File: config.mk
export PLATFORM = sky130hd
export DESIGN_NAME = sle_bank_ctrl
export DESIGN_NICKNAME = d
export VERILOG_FILES = /design/src/rtl/sle_ctrl_pkg.sv /design/src/rtl/sle_ctrl_timer.sv /design/src/rtl/sle_bank_ctrl.sv
export SDC_FILE = /design/constraint.sdc
export NUM_CORES = 1
export LEC_CHECK = 0
export ABC_CLOCK_PERIOD_IN_PS = 5400
export CORE_ASPECT_RATIO = 0.5
export CORE_MARGIN = 2
export CORE_UTILIZATION = 35
export CTS_CLUSTER_DIAMETER = 150
export DETAILED_ROUTE_END_ITERATION = 6
export PLACE_DENSITY = 0.53
export SYNTH_ARGS = -nofsm -noshare
export SYNTH_HDL_FRONTEND = slang
export SYNTH_SLANG_ARGS = --single-unit
File: constraint.sdc
create_clock -name clk -period 5.4 [get_ports clk]
set_input_delay 1.08 -clock clk [delete_from_list [all_inputs] [get_ports clk]]
set_output_delay 1.08 -clock clk [all_outputs]
set_load 0.1 [all_outputs]
File: src/rtl/sle_ctrl_pkg.sv
// Shared definitions for the SLE bank controller: opcodes, response codes,
// FSM states and the idle levels of the shared bank control lines.
package sle_ctrl_pkg;

  localparam logic [2:0] OP_NOP    = 3'd0;
  localparam logic [2:0] OP_LOAD   = 3'd1;
  localparam logic [2:0] OP_CLEAR  = 3'd2;
  localparam logic [2:0] OP_PRESET = 3'd3;
  localparam logic [2:0] OP_LATCH  = 3'd4;

  localparam logic [1:0] RSP_OK       = 2'd0;
  localparam logic [1:0] RSP_MISMATCH = 2'd1;
  localparam logic [1:0] RSP_ILLEGAL  = 2'd2;

  typedef enum logic [2:0] {
    ST_IDLE,
    ST_APPLY,
    ST_SETTLE,
    ST_VERIFY,
    ST_RESP
  } state_t;

  localparam logic IDLE_EN  = 1'b0;
  localparam logic IDLE_SLN = 1'b1;
  localparam logic IDLE_SD  = 1'b0;
  localparam logic IDLE_LAT = 1'b0;

  function automatic logic op_drives_bank(input logic [2:0] op);
    return (op >= OP_LOAD) && (op <= OP_LATCH);
  endfunction

endpackage

File: src/rtl/sle_ctrl_timer.sv
// Loadable 4-bit down-counter timing the apply and settle windows.
// done is high in the last cycle of a window of load_val cycles.
module sle_ctrl_timer (
  input  logic       clk,
  input  logic       ALn,
  input  logic       load,
  input  logic [3:0] load_val,
  input  logic       dec,
  output logic       done
);

  logic [3:0] cnt;

  always_ff @(posedge clk or negedge ALn) begin
    if (!ALn) begin
      cnt <= '0;
    end else if (load) begin
      cnt <= load_val;
    end else if (dec && (cnt != '0)) begin
      cnt <= cnt - 4'd1;
    end
  end

  assign done = (cnt <= 4'd1);

endmodule

File: src/rtl/sle_bank_ctrl.sv
// Command sequencer for a bank of SLE cells: applies a control pattern,
// waits to settle, verifies Q against the expected word, retries, responds.
module sle_bank_ctrl
  import sle_ctrl_pkg::*;
#(
  parameter int WIDTH      = 8,
  parameter int SETTLE_CYC = 2,
  parameter int LAT_CYC    = 3,
  parameter int MAX_RETRY  = 2
) (
  input  logic             clk,
  input  logic             ALn,
  input  logic             cmd_valid,
  output logic             cmd_ready,
  input  logic [2:0]       cmd_op,
  input  logic [WIDTH-1:0] cmd_data,
  output logic [WIDTH-1:0] sle_d,
  output logic             sle_en,
  output logic             sle_sln,
  output logic             sle_sd,
  output logic             sle_lat,
  input  logic [WIDTH-1:0] sle_q,
  output logic             rsp_valid,
  input  logic             rsp_ready,
  output logic [1:0]       rsp_code,
  output logic [2:0]       rsp_retries
);

  localparam logic [3:0] SETTLE_LEN = 4'(SETTLE_CYC);
  localparam logic [3:0] LAT_LEN    = 4'(LAT_CYC);
  localparam logic [2:0] RETRY_MAX  = 3'(MAX_RETRY);

  state_t           state;
  logic [2:0]       op_q;
  logic [WIDTH-1:0] data_q;
  logic [WIDTH-1:0] exp_q;
  logic [WIDTH-1:0] cmd_exp;
  logic [2:0]       retry;
  logic             accept;
  logic             q_match;
  logic             can_retry;
  logic             tmr_load;
  logic             tmr_dec;
  logic             tmr_done;
  logic [3:0]       tmr_val;

  function automatic logic [3:0] apply_len(input logic [2:0] op);
    return (op == OP_LATCH) ? LAT_LEN : 4'd1;
  endfunction

  assign cmd_ready = (state == ST_IDLE);
  assign accept    = cmd_valid && cmd_ready;
  assign q_match   = (sle_q == exp_q);
  assign can_retry = (retry < RETRY_MAX);

  always_comb begin
    cmd_exp = '0;
    case (cmd_op)
      OP_LOAD, OP_LATCH: cmd_exp = cmd_data;
      OP_PRESET:         cmd_exp = '1;
      default:           cmd_exp = '0;
    endcase
  end

  always_comb begin
    tmr_load = 1'b0;
    tmr_dec  = 1'b0;
    tmr_val  = 4'd1;
    case (state)
      ST_IDLE: begin
        if (accept && op_drives_bank(cmd_op)) begin
          tmr_load = 1'b1;
          tmr_val  = apply_len(cmd_op);
        end
      end
      ST_APPLY: begin
        if (tmr_done) begin
          tmr_load = 1'b1;
          tmr_val  = SETTLE_LEN;
        end else begin
          tmr_dec = 1'b1;
        end
      end
      ST_SETTLE: tmr_dec = !tmr_done;
      ST_VERIFY: begin
        if (!q_match && can_retry) begin
          tmr_load = 1'b1;
          tmr_val  = apply_len(op_q);
        end
      end
      default: ;
    endcase
  end

  sle_ctrl_timer u_timer (
    .clk      (clk),
    .ALn      (ALn),
    .load     (tmr_load),
    .load_val (tmr_val),
    .dec      (tmr_dec),
    .done     (tmr_done)
  );

  // Bank controls are registered from the current state, so each pattern
  // reaches the bank one cycle after the state that requests it.
  always_ff @(posedge clk or negedge ALn) begin
    if (!ALn) begin
      state       <= ST_IDLE;
      op_q        <= OP_NOP;
      data_q      <= '0;
      exp_q       <= '0;
      retry       <= '0;
      sle_d       <= '0;
      sle_en      <= IDLE_EN;
      sle_sln     <= IDLE_SLN;
      sle_sd      <= IDLE_SD;
      sle_lat     <= IDLE_LAT;
      rsp_valid   <= 1'b0;
      rsp_code    <= RSP_OK;
      rsp_retries <= '0;
    end else begin
      sle_en  <= IDLE_EN;
      sle_sln <= IDLE_SLN;
      sle_sd  <= IDLE_SD;
      sle_lat <= IDLE_LAT;
      if (state == ST_APPLY) begin
        sle_en <= 1'b1;
        case (op_q)
          OP_LOAD:   sle_d <= data_q;
          OP_CLEAR:  sle_sln <= 1'b0;
          OP_PRESET: begin
            sle_sln <= 1'b0;
            sle_sd  <= 1'b1;
          end
          OP_LATCH: begin
            sle_lat <= 1'b1;
            sle_d   <= data_q;
          end
          default: ;
        endcase
      end

      case (state)
        ST_IDLE: begin
          if (accept) begin
            op_q   <= cmd_op;
            data_q <= cmd_data;
            exp_q  <= cmd_exp;
            retry  <= '0;
            if (op_drives_bank(cmd_op)) begin
              state <= ST_APPLY;
            end else begin
              state       <= ST_RESP;
              rsp_code    <= (cmd_op == OP_NOP) ? RSP_OK : RSP_ILLEGAL;
              rsp_retries <= '0;
            end
          end
        end
        ST_APPLY:  if (tmr_done) state <= ST_SETTLE;
        ST_SETTLE: if (tmr_done) state <= ST_VERIFY;
        ST_VERIFY: begin
          if (q_match) begin
            state       <= ST_RESP;
            rsp_code    <= RSP_OK;
            rsp_retries <= retry;
          end else if (can_retry) begin
            retry <= retry + 3'd1;
            state <= ST_APPLY;
          end else begin
            state       <= ST_RESP;
            rsp_code    <= RSP_MISMATCH;
            rsp_retries <= retry;
          end
        end
        ST_RESP: begin
          if (!rsp_valid) begin
            rsp_valid <= 1'b1;
          end else if (rsp_ready) begin
            rsp_valid <= 1'b0;
            retry     <= '0;
            state     <= ST_IDLE;
          end
        end
        default: state <= ST_IDLE;
      endcase
    end
  end

endmodule

# ---- Word-level counts from Yosys, hierarchy flattened
# Cells that the tools add are included.
dict set report word_totals {
  ff_bits 47
  input_bits 23
  output_inout_bits 19
  wordCells 110
}
dict set report classes {
  add_sub_neg 2
  magnitude_cmp 4
  eq_ne 21
  n_mux 48
  reduce_logical 21
}
# op count
set op_table {}
lappend op_table {{$mux W3} 15}
lappend op_table {{$mux W2} 10}
lappend op_table {{$pmux W8 S2} 1}
lappend op_table {{$eq A3 B2 Y1 const B} 5}
lappend op_table {{$pmux W3 S5} 1}
lappend op_table {{$ne A2 B2 Y1 const B} 7}
lappend op_table {{$mux W1} 13}
lappend op_table {{$eq A3 B1 Y1 const B} 3}
lappend op_table {{$eq A3 B3 Y1 const B} 3}
lappend op_table {{$pmux W3 S3} 1}
lappend op_table {{$eq A8 B8 Y1} 1}
lappend op_table {{$mux W4} 2}
lappend op_table {{$logic_not A3 Y1} 2}
lappend op_table {{$pmux W2 S3} 1}
lappend op_table {{$pmux W3 S2} 1}
lappend op_table {{$reduce_and A6 Y1} 1}
lappend op_table {{$reduce_or A2 Y1} 3}
lappend op_table {{$logic_and A1 B1 Y1} 5}
lappend op_table {{$reduce_and A5 Y1} 1}
lappend op_table {{$le A4 B1 Y1 const B} 1}
lappend op_table {{$pmux W2 S2} 1}
lappend op_table {{$reduce_and A2 Y1} 2}
lappend op_table {{$reduce_and A4 Y1} 1}
lappend op_table {{$reduce_bool A2 Y1} 2}
lappend op_table {{other kinds (12)} 13}

# ---- Longest topological paths before layout
# Gate-level depths: netlist (run 1).
dict set report logic_depth {
  ltp_word 6
  depth_mapped 7
  mapped_depth_nobuf 7
}

# ---- Hierarchy
# From an unflattened synthesis (run 1), not the netlist that was laid out.
dict set report unflattened {
  cells_unflattened 235
  area_unflattened_um2 2283.4
}
# module n_inst cells_each area_each_um2 seq_area_each_um2
set modules_own_cells {}
lappend modules_own_cells {sle_bank_ctrl 1 202 1989.4 1077.3}
lappend modules_own_cells {sle_ctrl_timer 1 33 294.0 100.1}

# ---- Worst setup path after synthesis (run 1)
# Ideal clock, no wire load.
dict set report synth_timing {
  kind {flip-flop to output port}
  start {register state[1]}
  end {output port cmd_ready}
  arrival_time_ps 1778
  required_ps 4320
  setup_slack_ps 2542
  path_stages_with_launch 3
  n_path_buf 1
  cell_sequence {dfrtp_1 buf_6 nor3_2}
}
dict set report synth_between {
  elab_chain_cells 1
}
# item line
set synth_rtl {}
lappend synth_rtl {{from (decl)} sle_bank_ctrl.sv:33} ;# state_t state;
lappend synth_rtl {{from (signal assigned)} sle_bank_ctrl.sv:108} ;# state <= ST_IDLE;
lappend synth_rtl {{from (signal assigned)} sle_bank_ctrl.sv:151} ;# state <= ST_APPLY;
lappend synth_rtl {{from (signal assigned)} sle_bank_ctrl.sv:153} ;# state <= ST_RESP;
lappend synth_rtl {{$logic_not A3 Y1} sle_bank_ctrl.sv:51} ;# assign cmd_ready = (state == ST_IDLE);
lappend synth_rtl {{to (decl)} sle_bank_ctrl.sv:14} ;# output logic cmd_ready,
# No other way between the ends.

# ---- Worst setup path in the final report (run 1)
# Ends and elaborated chain as after synthesis.

==> results of run 1 <==
## cell families (layout without fill, tap and decap cells)
logic type | after synthesis | in the layout | share of synthesized area (%)
AO/OA/AOI/OAI | 39 | 39 | 11.97
multiplexers | 20 | 20 | 10.01
XOR/XNOR | 14 | 14 | 5.481
buffers and inverters | 15 | 58 | 3.411
AND/OR/NAND/NOR | 62 | 62 | 14.82
flip-flops | 47 | 47 | 52.63
adder cells (fa/ha/maj) | 3 | 3 | 1.678
## layout make-up
class,instances,area share (%)
clock inverter,2,1.341
inverter,8,1.039
clock buffer,6,4.803
timing repair buffer,42,14.28
tap,88,3.808
sequential,47,40.72
multi-input combinational,138,34.01
## final timing paths
check                           depth (start not counted)  slack, ps        endpoint
worst max-delay path                                    2       2030       cmd_ready
worst min-delay path                                    1        500        sle_d[7]
worst max register to register                          5       3440  u_timer.cnt[1]
worst min register to register                          1        500        sle_d[7]
max in group asynchronous                               1       3750        exp_q[1]
min in group asynchronous                               1        970        sle_d[7]
## sequential cells by signal, indices dropped and copies added (netlist names)
| name | flops |
|---|---|
| u_timer.cnt | 4 |
| exp_q | 8 |
| sle_sln | 1 |
| sle_d | 8 |
| rsp_retries | 3 |
| state | 3 |
| rsp_code | 2 |
| data_q | 8 |
| sle_lat | 1 |
| op_q | 3 |
| retry | 3 |
| sle_sd | 1 |
| rsp_valid | 1 |
| sle_en | 1 |
## worst max-delay path, delay by kind of cell (launching register included)
kind / cells / cell delay (ps)
DFF: 1 / 480
and+or+nand+nor: 1 / 330
buffers and inverters: 1 / 1190
## power by group
group | switching (W) | internal (W) | total, W
Clock | 0.000130 | 0.000233 | 0.000363
Sequential | 0.0000970 | 0.000485 | 0.000582
Combinational | 0.000551 | 0.000268 | 0.000819
Total | 0.000779 | 0.000985 | 0.00176
## cells in the final DEF (no fill, tap or decap), types with 3 or more instances in the layout
cell type,synthesis,routed
nor2b_1,3,3
nor2_1,28,28
nand2_1,9,9
a21oi_1,18,18
xor2_1,8,8
xnor2_1,6,6
inv_1,8,8
mux2_2,19,19
nor3_1,4,4
clkbuf_16,0,5
ha_1,3,3
a31oi_1,4,4
a211oi_1,4,4
clkdlybuf4s50_1,0,40
dfrtp_1,46,46
a22o_1,3,3
## routing by layer
layer	up-vias	routed length, um	global-route usage [%]
met2	30	1956	21.80
met1	742	2364	19.67
met4	0	27	3.529
li1	785	-	-
met5	-	0	0
met3	2	198	3.996
## per-stage QoR
step	power, W	hold WS, ps	cell area (um^2)	cells
after floorplan	0.001233	474.9	2237	200
after global routing	0.001874	526.6	2892	331
final	0.001764	502.5	2892	331
after CTS	0.001781	507.1	2892	331
after global placement	0.001403	486.6	2714	323
after detailed placement	0.001411	491.2	2714	323
## synthesized netlist by cell type (2+ instances only)
master    number  area (um^2)
nand3_1        2        10.01
ha_1           3        37.54
dfrtp_1       46         1151
a211oi_1       4        30.03
a31oi_1        4        25.02
nor2_1        28        105.1
a21o_1         2        15.01
o21ai_0        2        10.01
xnor2_1        6        52.55
xor2_1         8        70.07
nand3b_1       2        15.01
nand2_1        9        33.78
nor4_2         2        25.02
mux2_2        19        214.0
nor2b_1        3        18.77
buf_4          2        15.01
a21oi_1       18        90.09
buf_2          4        20.02
nor3_1         4        20.02
a22o_1         3        26.28
o221ai_1       2        17.52
inv_1          8        30.03
and3_1         2        12.51
nor3_4         2        32.53
==> results.toml, run 1 <==
[timing]
finalHoldViolCount = 0
slew-limit-headroom_pct = 29.51
final_max_slew_viol_count = 0
setup-violations-final = 0
worst_pin_slew_ps = 1057
setup_slack_ps = 2035
rsz0062_at_grt = "no"
min_period_ps = 3365
fin_setup_tns_ps = 0
post-route-period-util_pct = 62.32
clock_skew_ps = 5.721
max_clock_freq_mhz = 297.2

[floorplan]
die_h_um = 60.53
die_width_um = 117.1
dieArea_um2 = 7086
ioPinCount = 42
core.rowCount = 20
initial_core_util_pct = 36.49
core_area_um2 = 6131

[synth]
ys.flop_type = "dfrtp_1"
synth_cell_types = 39
synth_warnings = 0
ys_ff_latch = 47
yosysSeqAreaShare_pct = 52.63
async_flop_share_pct = 100.0
synth.avg_cell_area_um2 = 11.19
synth_edf_count = 0
synth_nets = 226
syn_inst = 200
syn_area_um2 = 2237

[global_routing]
grt_max_degree = 48
grt_remaining_overflow = 0
grt_pass1_wl_mm = 7.562
first_global_vias = 1598
grtUsageTotal_pct = 14.03
antenna_found_initial = 0

[detailed_routing]
vias = 1559
via_per_inst = 4.710
drt-pass1-iter-count = 4
final_antenna_net_count = 0
wl_mm = 4.547
detail_route.wl_per_cell_um = 13.74
drtIter0Drc = 90
post-route-drc-count = 0

[cts]
cts_made_buffers = 5
insertion_delay_ps = 280
holdBufCountCts = 0
root_buffer = "clkbuf_16"
htree_levels = 2
cts_tree = "done"
numClockSinks = 47
clk_pin_slew_ps = 70
post_cts_resized = 0
clock_path_buffers = 2
cts_setup_buffers = 0

[layout]
multi_input_area_um2 = 983.4
drive_above_1_share_pct = 15.64
nNetsFinal = 268
regArea_um2 = 1177
syn2layout_area_growth_pct = 29.25
fin_util_pct = 47.16
num_antenna_cells = 0
nFillCells = 583

[setup_path]
slowest_stage = "clkdlybuf4s50_1"
worstPathArrival_ps = 2290
required_ps = 4320
cpPeakStageDelay_ps = 1190
crit_path_start = "state[1]"
reg2reg_from = "exp_q[0]"
crit_fanout = 10
start_kind = "flip-flop"
critical_path_class = "reg -> out"
worstSetupEndpointType = "output pin"
path_cells = "nor3_2 > clkdlybuf4s50_1"

[place]
hpwl_mm = 3.222
post-place-ws_ps = 2301
place.gp.congestion = 0.7358
io_buffers = 41

[worst_hold_path]
min_path_type = "reg -> reg"
hp-start = "data_q[7]"

[run]
cap_viol_max_count = 0

[power]
peakVddDrop_uv = 262.6
p_per_area_nw_per_um2 = 610.0
p_leak_nw = 1.238

[outcome]
status = "finished, final reports clean"
(Power assumes the default switching activity.)
==> run 2, diff against run 1 <==
ABC_CLOCK_PERIOD_IN_PS = 3000   (was 5400)
PLACE_DENSITY = 0.56   (was 0.53)
clock period = 3 ns   (was 5.4 ns; I/O delays follow)
==> results.toml, run 2 (same netlist as run 1, synthesis figures left out) <==
[setup_path]
crit_family = "compound AO/OA/AOI/OAI gates"
path_cells = "clkdlybuf4s50_1 > xor2_1 > nor4_2 > a2111oi_4 > a2111oi_1 > a211oi_1"
worstPathArrival_ps = 2360
cpPeakStageDelay_ps = 500
start_kind = "input port"
crit_fanout = 9
crit_path_start = "sle_q[0]"
reg2reg_from = "state[1]"
required_ps = 3150
critical_path_class = "in -> reg"
worstSetupEndpointType = "flip-flop"
slowest_stage = "nor4_2"
worstPathBufferInverterCount = 1

[detailed_routing]
drtIter0Drc = 88
via_per_inst = 4.819
vias = 1600
wl_mm = 4.640
detail_route.wl_per_cell_um = 13.98
final_antenna_net_count = 0
drt-pass1-iter-count = 4
post-route-drc-count = 0

[floorplan]
core.rowCount = 20
core_area_um2 = 6131
die_h_um = 60.53
dieArea_um2 = 7086
initial_core_util_pct = 36.49
ioPinCount = 42
die_width_um = 117.1

[layout]
layout_common_cells = "dfrtp_1 (46), nor2_1 (28), clkdlybuf4s50_1 (21), buf_4 (21), mux2_2 (19)"
syn2layout_area_growth_pct = 27.07
layout_commonest_cell = "dfrtp_1"
num_antenna_cells = 0
drive_above_1_share_pct = 23.77
biggestRegsByFlops = "data_q (8), exp_q (8), sle_d (8)"
nNetsFinal = 269

[cts]
htree_levels = 2
clk_pin_slew_ps = 60
post_cts_resized = 0
holdBufCountCts = 0
clock_path_buffers = 2
root_buffer = "clkbuf_16"
insertion_delay_ps = 290
numClockSinks = 47
cts_tree = "done"
cts_setup_buffers = 0
cts_made_buffers = 5

[power]
p_per_area_nw_per_um2 = 1100
peakVddDrop_uv = 491.9
p_leak_nw = 1.265

[outcome]
status = "finished, final reports clean"

[global_routing]
antenna_found_initial = 0
grt_pass1_wl_mm = 7.590
grtUsageTotal_pct = 14.48
grt_max_degree = 48
grt_remaining_overflow = 0
first_global_vias = 1581

[place]
hpwl_mm = 3.267
place.gp.congestion = 0.7499
io_buffers = 41
post-place-ws_ps = 481.2

[timing]
fin_setup_tns_ps = 0
finalHoldViolCount = 0
max_clock_freq_mhz = 451.9
clock_skew_ps = 7.055
setup_slack_ps = 787.3
slew-limit-headroom_pct = 29.95
setup-violations-final = 0
post-route-period-util_pct = 73.76
worst_pin_slew_ps = 1051
rsz0062_at_grt = "no"
min_period_ps = 2213
final_max_slew_viol_count = 0

[run]
cap_viol_max_count = 0

[worst_hold_path]
min_path_type = "in -> async"
## run 2: cell types whose count changed in the layout (fill, tap and decap cells not counted)
| cell | previous run | this run |
|---|---|---|
| inv_6 | 1 | 0 |
| clkdlybuf4s50_1 | 40 | 21 |
| clkinv_2 | 0 | 1 |
| clkbuf_8 | 1 | 0 |
| clkinv_4 | 0 | 1 |
| buf_4 | 1 | 21 |
## run 2: final cells by class
class | count | area, um^2
inverters | 8 | 30.03
fillers | 584 | 3288
multi-input cells | 138 | 983.4
well taps | 88 | 110.1
clock buffers | 5 | 125.1
clock inverters | 3 | 43.79
repair buffers | 43 | 372.9
flip-flops and latches | 47 | 1177
## run 2: power by group
group | switching, W | total, W | internal, W
registers | 0.000174 | 0.00105 | 0.000873
logic | 0.000995 | 0.00145 | 0.000454
clock network | 0.000238 | 0.000631 | 0.000393
## run 2: path summary, 6_finish.rpt
| check | endpoint | slack, ps | cells after the start |
|---|---|---|---|
| worst max-delay path | u_timer.cnt[1] | 790 | 6 |
| worst min-delay path | sle_d[7] | 500 | 1 |
| worst max register to register | sle_d[1] | 1030 | 3 |
| worst min register to register | sle_d[5] | 500 | 1 |
| max in group asynchronous | u_timer.cnt[2] | 1860 | 1 |
| min in group clk | sle_d[5] | 500 | 1 |
## run 2: metal layers
layer  up-vias  global-route usage, %  part of all wire [%]
met5         -                      0                     0
met4         0                  6.555                   1.3
met3         5                  3.497                   3.3
met2        24                  23.20                    45
met1       783                  19.11                    50
li1        788                      -                     -
## run 2: per-stage QoR
step                std cells  util, %  power (W)  instance area [um^2]  hold WS [ps]
floorplan                 200        -   0.002219                  2237         304.4
global placement          324    43.61   0.002493                  2674         482.7
detailed placement        324    43.61   0.002520                  2674         491.2
CTS                       332    46.37   0.003164                  2843         506.5
global route              332    46.37   0.003307                  2843         517.9
finish                    332    46.37   0.003126                  2843         503.1
==> run 3, diff against run 2 <==
ABC_CLOCK_PERIOD_IN_PS = 2150   (was 3000)
PLACE_DENSITY = 0.53   (was 0.56)
clock period = 2.15 ns   (was 3 ns; I/O delays follow)
==> results.toml, run 3 (same netlist as run 1, synthesis figures left out) <==
[global_routing]
grt_pass1_wl_mm = 8.259
grtUsageTotal_pct = 15.56
first_global_vias = 1646
antenna_found_initial = 0
grt_remaining_overflow = 0
grt_max_degree = 20

[setup_path]
slowest_stage = "clkdlybuf4s50_1"
cpPeakStageDelay_ps = 430
critical_path_class = "in -> reg"
crit_fanout = 9
worstPathBufferInverterCount = 3
crit_family = "buffers and inverters"
required_ps = 2300
worstPathArrival_ps = 2210
path_cells = "clkdlybuf4s50_1 > xor2_1 > nor4_2 > buf_12 > a2111oi_4 > buf_4 > a2111oi_2 > a211oi_1"
start_kind = "input port"
worstSetupEndpointType = "flip-flop"

[place]
hpwl_mm = 3.663
io_buffers = 41
place.gp.congestion = 0.8011
dp_cells = 340
placed_area_um2 = 2878

[detailed_routing]
final_antenna_net_count = 0
drtIter0Drc = 140
vias = 1658
via_per_inst = 4.764
wl_mm = 4.849
post-route-drc-count = 0
drt-pass1-iter-count = 4
detail_route.wl_per_cell_um = 13.93

[layout]
nNetsFinal = 285
fin_util_pct = 49.82
biggestRegsByFlops = "data_q (8), exp_q (8), sle_d (8)"
num_antenna_cells = 0
nFillCells = 571
layoutNonFillerInstCount = 348
drive_above_1_share_pct = 29.23
syn2layout_area_growth_pct = 36.52
layout_common_cells = "dfrtp_1 (46), buf_4 (34), nor2_1 (28)"
postLayoutCellArea_um2 = 3054
layout_commonest_cell = "dfrtp_1"

[timing]
post-route-period-util_pct = 95.57
worst_pin_slew_ps = 554.3
hold_slack_ps = 59.05
min_period_ps = 2055
clock_skew_ps = 8.804
final_max_slew_viol_count = 0
max_clock_freq_mhz = 486.7
finalHoldViolCount = 0
rsz0062_at_grt = "no"
slew-limit-headroom_pct = 62.91
setup-violations-final = 0

[floorplan]
die_width_um = 117.1
core_area_um2 = 6131
dieArea_um2 = 7086
core.rowCount = 20
initial_core_util_pct = 36.49
ioPinCount = 42
die_h_um = 60.53

[power]
p_leak_nw = 1.395
p_per_area_nw_per_um2 = 1525
peakVddDrop_uv = 643.4

[cts]
numClockSinks = 47
root_buffer = "clkbuf_16"
htree_levels = 2
clk_pin_slew_ps = 70
insertion_delay_ps = 290
holdBufCountCts = 0
clock_path_buffers = 2
cts_tree = "done"
cts_made_buffers = 5

[worst_hold_path]
min_path_type = "in -> async"

[outcome]
status = "finished, final reports clean"

[run]
cap_viol_max_count = 0
run 3: cell count changes in the layout (fill, tap and decap cells not counted), moves of 3 or more:
cell	delta
mux2_4	+10
mux2_2	-10
buf_4	+13
buf_12	+3
run 3: cell type report:
| class | count | area [um^2] | area share, % |
|---|---|---|---|
| repair buffers | 59 | 530.5 | 17.37 |
| multi-input cells | 138 | 1035 | 33.88 |
| well taps | 88 | 110.1 | 3.605 |
| clock inverters | 3 | 46.29 | 1.516 |
| clock buffers | 5 | 125.1 | 4.097 |
| flip-flops and latches | 47 | 1177 | 38.55 |
| inverters | 8 | 30.03 | 0.9832 |
run 3: metal layers:
layer	routed length, um	global-route usage (%)
met1	2556	22.82
met2	2086	24.03
met3	192	3.596
met4	13	3.025
met5	0	0
run 3: where the power goes:
group          switching, W  internal [W]  leakage, nW  total, W
Sequential         0.000237       0.00122        0.582   0.00146
Clock              0.000341      0.000553       0.0804  0.000894
Combinational       0.00147      0.000844        0.732   0.00231
Total               0.00204       0.00261         1.39   0.00466
run 3: worst paths after layout:
| path | startpoint | to | slack, ps | depth (start not counted) |
|---|---|---|---|---|
| setup / recovery | sle_q[2] | u_timer.cnt[1] | 100 | 8 |
| hold reg to reg | sle_d[2] | sle_d[2] | 510 | 1 |
| max in group asynchronous | ALn | rsp_retries[2] | 1500 | 2 |
| setup reg to reg | exp_q[2] | u_timer.cnt[1] | 260 | 7 |
| hold / removal | ALn | exp_q[7] | 60 | 1 |
| min in group clk | sle_d[2] | sle_d[2] | 510 | 1 |
run 3: metrics by stage:
step / setup slack, ps / total power (W) / TNS, ps
after floorplan: -80.76 / 0.003227 / -1164
after global placement: -181.0 / 0.003755 / -752.7
after detailed placement: -250.8 / 0.003783 / -1002
after CTS: 48.47 / 0.004696 / 0
after global routing: 26.46 / 0.004933 / 0
final: 95.27 / 0.004659 / 0
run 3: what timing repair did:
action	CTS	global route
resized for setup	0	1
buffers inserted	0	0
setup endpoints to repair	0	1
